`src/rtl/uart_rx_fifo.sv`:
```
// uart_rx_fifo: oversampling UART receiver with majority-vote bit sampling feeding a
// small receive FIFO that stores per-frame frame/parity error flags alongside the data.
module uart_rx_fifo #(
   parameter int DATA_BITS  = 8,
   parameter int OVERSAMPLE = 16,
   parameter int FIFO_DEPTH = 8
) (
   input  logic                          clk,
   input  logic                          rst,
   input  logic                          rx,
   input  logic [31:0]                   baud_divisor,
   input  logic                          parity_en,
   input  logic                          parity_odd,
   input  logic                          stop2,
   input  logic                          data_ready,
   input  logic                          clr_overrun,
   output logic [7:0]                    data_out,
   output logic                          data_valid,
   output logic                          frame_err,
   output logic                          parity_err,
   output logic                          overrun,
   output logic [$clog2(FIFO_DEPTH):0]   fifo_count
);
   localparam int SW = $clog2(OVERSAMPLE);
   localparam int BW = $clog2(DATA_BITS);
   localparam int AW = $clog2(FIFO_DEPTH);
   localparam int CW = AW + 1;
   localparam int EW = DATA_BITS + 2;
   localparam logic [SW-1:0] MID_LO = SW'(OVERSAMPLE / 2 - 1);
   localparam logic [SW-1:0] MID    = SW'(OVERSAMPLE / 2);
   localparam logic [SW-1:0] MID_HI = SW'(OVERSAMPLE / 2 + 1);
   localparam logic [SW-1:0] LAST   = SW'(OVERSAMPLE - 1);
   localparam logic [BW-1:0] LAST_BIT = BW'(DATA_BITS - 1);
   localparam logic [CW-1:0] FULL   = CW'(FIFO_DEPTH);

   typedef enum logic [2:0] {IDLE, START, DATA, PARITY, STOP1, STOP2} state_t;

   state_t                      state_q, state_d;
   logic                        rx_meta_q, rx_meta_d, rx_sync_q, rx_sync_d;
   logic [31:0]                 tick_cnt_q, tick_cnt_d, div;
   logic [SW-1:0]               samp_q, samp_d;
   logic [BW-1:0]               bit_q, bit_d;
   logic [1:0]                  hist_q, hist_d;
   logic [DATA_BITS-1:0]        shift_q, shift_d;
   logic                        ferr_q, ferr_d, perr_q, perr_d;
   logic                        pen_q, pen_d, podd_q, podd_d, stop2_q, stop2_d;
   logic                        push_q, push_d;
   logic [FIFO_DEPTH-1:0][EW-1:0] mem_q, mem_d;
   logic [AW-1:0]               wr_q, wr_d, rd_q, rd_d;
   logic [CW-1:0]               count_q, count_d;
   logic                        overrun_q, overrun_d;
   logic                        tick, maj, at_maj, at_end, pop, wr_en, ovf;
   logic [EW-1:0]               head;

   always_comb begin
      rx_meta_d  = rx;
      rx_sync_d  = rx_meta_q;
      div        = (baud_divisor == 32'd0) ? 32'd1 : baud_divisor;
      tick       = tick_cnt_q >= div - 32'd1;
      tick_cnt_d = tick ? 32'd0 : tick_cnt_q + 32'd1;
      maj        = (hist_q[0] & hist_q[1]) | (rx_sync_q & (hist_q[0] | hist_q[1]));
      at_maj     = tick && samp_q == MID_HI;
      at_end     = tick && samp_q == LAST;
      state_d    = state_q;
      samp_d     = samp_q;
      bit_d      = bit_q;
      hist_d     = hist_q;
      shift_d    = shift_q;
      ferr_d     = ferr_q;
      perr_d     = perr_q;
      pen_d      = pen_q;
      podd_d     = podd_q;
      stop2_d    = stop2_q;
      push_d     = 1'b0;
      if (state_q != IDLE && tick) begin
         samp_d = (samp_q == LAST) ? '0 : samp_q + 1'b1;
         if (samp_q == MID_LO || samp_q == MID) hist_d = {hist_q[0], rx_sync_q};
      end
      case (state_q)
         IDLE: if (tick && !rx_sync_q) begin
            state_d = START;
            samp_d  = '0;
            bit_d   = '0;
            ferr_d  = 1'b0;
            perr_d  = 1'b0;
            pen_d   = parity_en;
            podd_d  = parity_odd;
            stop2_d = stop2;
         end
         START: state_d = (at_maj && maj) ? IDLE : at_end ? DATA : START;
         DATA: begin
            if (at_maj) shift_d[bit_q] = maj;
            if (at_end) begin
               bit_d   = bit_q + 1'b1;
               state_d = (bit_q != LAST_BIT) ? DATA : pen_q ? PARITY : STOP1;
            end
         end
         PARITY: begin
            if (at_maj) perr_d = (^shift_q ^ maj) != podd_q;
            if (at_end) state_d = STOP1;
         end
         STOP1: begin
            if (at_maj) ferr_d = ferr_q | ~maj;
            push_d  = at_maj && !stop2_q;
            state_d = (at_maj && !stop2_q) ? IDLE : at_end ? STOP2 : STOP1;
         end
         STOP2: begin
            if (at_maj) ferr_d = ferr_q | ~maj;
            push_d  = at_maj;
            state_d = at_maj ? IDLE : STOP2;
         end
         default: state_d = IDLE;
      endcase
   end

   // A push into a full FIFO still lands when the head is popped in the same cycle.
   always_comb begin
      data_valid = count_q != '0;
      pop        = data_valid & data_ready;
      wr_en      = push_q & (count_q != FULL | pop);
      ovf        = push_q & count_q == FULL & ~pop;
      mem_d      = mem_q;
      if (wr_en) mem_d[wr_q] = {perr_q, ferr_q, shift_q};
      wr_d       = wr_q + AW'(wr_en);
      rd_d       = rd_q + AW'(pop);
      count_d    = count_q + CW'(wr_en) - CW'(pop);
      overrun_d  = ovf | (overrun_q & ~clr_overrun);
      head       = mem_q[rd_q];
      data_out   = 8'(head[DATA_BITS-1:0]);
      frame_err  = head[DATA_BITS];
      parity_err = head[DATA_BITS+1];
      overrun    = overrun_q;
      fifo_count = count_q;
   end

   always_ff @(posedge clk or negedge rst) begin
      if (!rst) begin
         state_q    <= IDLE;
         rx_meta_q  <= 1'b1;
         rx_sync_q  <= 1'b1;
         tick_cnt_q <= '0;
         samp_q     <= '0;
         bit_q      <= '0;
         hist_q     <= '0;
         shift_q    <= '0;
         ferr_q     <= 1'b0;
         perr_q     <= 1'b0;
         pen_q      <= 1'b0;
         podd_q     <= 1'b0;
         stop2_q    <= 1'b0;
         push_q     <= 1'b0;
         mem_q      <= '0;
         wr_q       <= '0;
         rd_q       <= '0;
         count_q    <= '0;
         overrun_q  <= 1'b0;
      end else begin
         state_q    <= state_d;
         rx_meta_q  <= rx_meta_d;
         rx_sync_q  <= rx_sync_d;
         tick_cnt_q <= tick_cnt_d;
         samp_q     <= samp_d;
         bit_q      <= bit_d;
         hist_q     <= hist_d;
         shift_q    <= shift_d;
         ferr_q     <= ferr_d;
         perr_q     <= perr_d;
         pen_q      <= pen_d;
         podd_q     <= podd_d;
         stop2_q    <= stop2_d;
         push_q     <= push_d;
         mem_q      <= mem_d;
         wr_q       <= wr_d;
         rd_q       <= rd_d;
         count_q    <= count_d;
         overrun_q  <= overrun_d;
      end
   end
endmodule

```
`config.mk`:
```
export PLATFORM = sky130hd
export DESIGN_NAME = uart_rx_fifo
export DESIGN_NICKNAME = d
export VERILOG_FILES = /design/src/rtl/uart_rx_fifo.sv
export SDC_FILE = /design/constraint.sdc
export NUM_CORES = 1
export LEC_CHECK = 0
export BUFFER_PORTS_ARGS = -buffer_cell sky130_fd_sc_hd__buf_4
export CAP_MARGIN = 20
export CORE_ASPECT_RATIO = 0.5
export CORE_MARGIN = 5
export CORE_UTILIZATION = 30
export CTS_CLUSTER_DIAMETER = 200
export CTS_CLUSTER_SIZE = 16
export DETAILED_ROUTE_END_ITERATION = 7
export PLACE_DENSITY = 0.45
export SETUP_SLACK_MARGIN = 0.05
export SYNTH_ARGS = -nofsm -noshare
export SYNTH_HDL_FRONTEND = slang
export SYNTH_SLANG_ARGS = --single-unit
```
`constraint.sdc`:
```
create_clock -name clk -period 2.5 [get_ports clk]
set_input_delay 0.25 -clock clk [delete_from_list [all_inputs] [get_ports clk]]
set_output_delay 0.25 -clock clk [all_outputs]
set_load 0.1 [all_outputs]
```
==> metrics <==
status=complete, but fails checks; failing checks=setup timing; post-synth cell types=60; I/O Pins=56; Final period util=1.57; Max-Cap Viols=0; Detailed Routing Iterations Pass 1=4; Clock Sinks=151; Worst slew margin=0.564; ys async rst share=1.00; final setup fails=58; largest net degree at the start of global routing=51; GP Congestion=0.767; pwr dens=564 mW/mm^2; R2R Path Start=tick_cnt_q[11]; Synth area leaders=dfrtp_1 44%, mux2_2 14%, ha_1 7.2%, mux4_2 5.3%, xnor2_1 3.9%; HP Class=input port to flop; leakage=5.33 nW; crit-path max FO=6; Die Area=0.0320 mm^2; vias in the first global route=6436; WL final=21200 um; Nets=1003; Main synth FF type=dfrtp_1; Avg Cell Area, Syn=11.5 um^2; cell count after synthesis=739; Clock Tree Buf Depth=2; max incr delay on CP=0.54 ns; Synth Net Count=829; Post-synth EDFFs=0; grt met1 use=0.188; fin cells=1308; Vias/cell=4.68; Rows=43; ANT cells=0; Synth Warn #=0; Worst Setup SP=baud_divisor[26]; Setup CP Type=input port to flop; first-pass GRT wire length=34400 um; Final Hold Violating Endpoints=0; Root Driver=clkbuf_16; most frequent CP cell=buf_6; DRC Markers=0; PnR worst setup slack=-1.43 ns; IO buf count=55; Worst path slowest cell=or4_4; worst-case clock skew=0.0122 ns; grt ovf=0; drt wl/cell=16.2 um; post-placement setup slack=-1.99 ns; Max H-tree Level=4; Least-Margin Pin Slew=0.655 ns; CP Cell Sequence=buf_6, or4_4, nor4_4, a41oi_2, ha_2, nand2_2, or3_4, buf_12, nor2_4, xnor2_2, ha_1, and3_4, a22o_1, a2111oi_2, a21oi_1, and4bb_2, o21ai_4, buf_6, buf_6, and2_4, a32o_2; global routing met2 resource utilization=0.221; largest area contributor in the netlist=dfrtp_1; cell area after synthesis=0.00849 mm^2; worst skew pair latency=0.43 ns; starting density of the core=0.305; area delta synth->final=35.6%; share of layout cells above drive strength 1=0.476; worst hold margin=0.0644 ns; drt initial violations=358; Total Routing Usage GR=0.135; antenna-violating nets left=0; CTS buffer count=17; Tmin final=3.93 ns; Design Power=0.00650 W; antenna violations before repair=0; Vias=6121; setup repair after global routing missed its margin=true; CTS tree=done; grt peak-use layer=met2; Core Box Area=0.0278 mm^2; sequential share of the synthesized area=0.445; GR Layer Usage met3=0.0247; share of the synthesized area in the top cell type=0.439; WP data required=2.82 ns; Peak Freq=0.255 GHz; Die Ht=129 um; top-count cell post-synth=dfrtp_1; Worst Hold Launch=parity_odd; chip width=248 um; Critical Path Source Type=input port; Worst Setup End Kind=flop; Final Max Tran Viols=0; Seq cells post-synth=151; crit path DAT=4.25 ns; estimated wirelength of the detail-placed design=14900 um; Reg clk slew, reported paths=0.07 ns; peak supply drop=0.350 mV; commonest cells in the netlist=149 x dfrtp_1, 103 x mux2_2, 64 x nor2_1; placed cells=1251
==> final cells by class <==
class / instances / area [um^2]
clock buffers: 17 / 425
well taps: 382 / 478
clock inverters: 15 / 170
repair buffers: 191 / 1600
multi-input cells: 532 / 4970
inverters: 20 / 75.1
fillers: 2673 / 16300
flip-flops and latches: 151 / 3800
==> layout by cell type (no fill, tap or decap), types with 4 or more instances in the layout <==
| cell | synthesis | routed |
|---|---|---|
| nor3_1 | 17 | 13 |
| a21oi_1 | 15 | 12 |
| o21ai_0 | 10 | 6 |
| mux4_2 | 20 | 20 |
| inv_1 | 20 | 19 |
| buf_4 | 0 | 166 |
| mux2_2 | 103 | 91 |
| xor2_1 | 33 | 33 |
| nor2_1 | 64 | 30 |
| a21o_1 | 9 | 9 |
| and3_1 | 8 | 7 |
| buf_6 | 0 | 14 |
| ha_1 | 49 | 46 |
| nor3_2 | 2 | 6 |
| nand4_1 | 5 | 5 |
| nor2b_1 | 11 | 11 |
| nand2_1 | 38 | 33 |
| nand3_2 | 1 | 7 |
| mux2_4 | 0 | 12 |
| buf_12 | 0 | 6 |
| dfrtp_4 | 0 | 4 |
| nor2_2 | 0 | 13 |
| dfrtp_1 | 149 | 145 |
| nor2_4 | 0 | 21 |
| xnor2_1 | 38 | 37 |
| nand3_1 | 32 | 26 |
| clkbuf_16 | 0 | 19 |
| nor4b_1 | 7 | 4 |
| or3_1 | 5 | 5 |
==> what timing repair did <==
item,CTS,global route
endpoints found under the hold margin,48,0
hold buffers,3,0
cloned,0,3
buffers inserted,10,9
endpoints found under the setup margin,58,67
pin swaps,7,14
resized for setup,12,84
==> kinds of logic (layout without fill, tap and decap cells) <==
kind of cell | Yosys count | count (layout) | synth area share
xor gates and xnor gates | 71 | 71 | 0.0732
AOI/OAI and AO/OA | 60 | 60 | 0.0489
and+or+nand+nor | 226 | 226 | 0.141
muxes | 124 | 124 | 0.191
buffers and inverters | 56 | 243 | 0.0250
adders and majority gates | 51 | 51 | 0.0757
DFF | 151 | 151 | 0.445
==> per-layer routing <==
layer,part of all wire,up-vias
met4,0.011,0
li1,-,3011
met1,0.50,3047
met2,0.47,48
met3,0.019,15
met5,0,-
==> final timing paths <==
path                       slack (ns)  cells after the start            end
min reg2reg                      0.36                      0      rx_sync_q
max reg2reg                     -0.20                     11       bit_q[2]
max                             -1.43                     21       bit_q[2]
max in group asynchronous        1.40                      3      rx_meta_q
min                              0.06                      2         podd_q
min in group asynchronous        0.31                      2  tick_cnt_q[3]
==> sequential cells by signal, indices dropped and copies added (netlist names), 2 cells and up <==
signal,cells
wr_q,3
shift_q,8
hist_q,2
samp_q,4
state_q,3
rd_q,3
fifo_count,4
mem_q,80
tick_cnt_q,32
bit_q,3
==> critical path, delay by kind of cell <==
kind | cells | cell delay, ns
xor gates and xnor gates | 1 | 0.12
and+or+nand+nor | 8 | 1.81
buffers and inverters | 4 | 0.47
AOI/OAI and AO/OA | 6 | 1.07
adders and majority gates | 2 | 0.54
==> per-stage QoR <==
stage                     area (um^2)   util  TNS [ns]
final                           11500  0.414    -77.63
after global routing            11500  0.414    -86.15
after CTS                       11100  0.398    -75.55
after detailed placement        10300  0.371   -109.26
after global placement          10300  0.371   -105.65
after floorplan                  8730      -    -74.15
==> power by group <==
group | switching, W | internal (W) | leakage, nW | total [W]
Sequential | 0.000106 | 0.00253 | 2.07 | 0.00264
Combinational | 0.000769 | 0.000513 | 2.97 | 0.00128
Clock | 0.00116 | 0.00141 | 0.281 | 0.00257
Total | 0.00204 | 0.00446 | 5.33 | 0.00650
(Power assumes the default switching activity.)
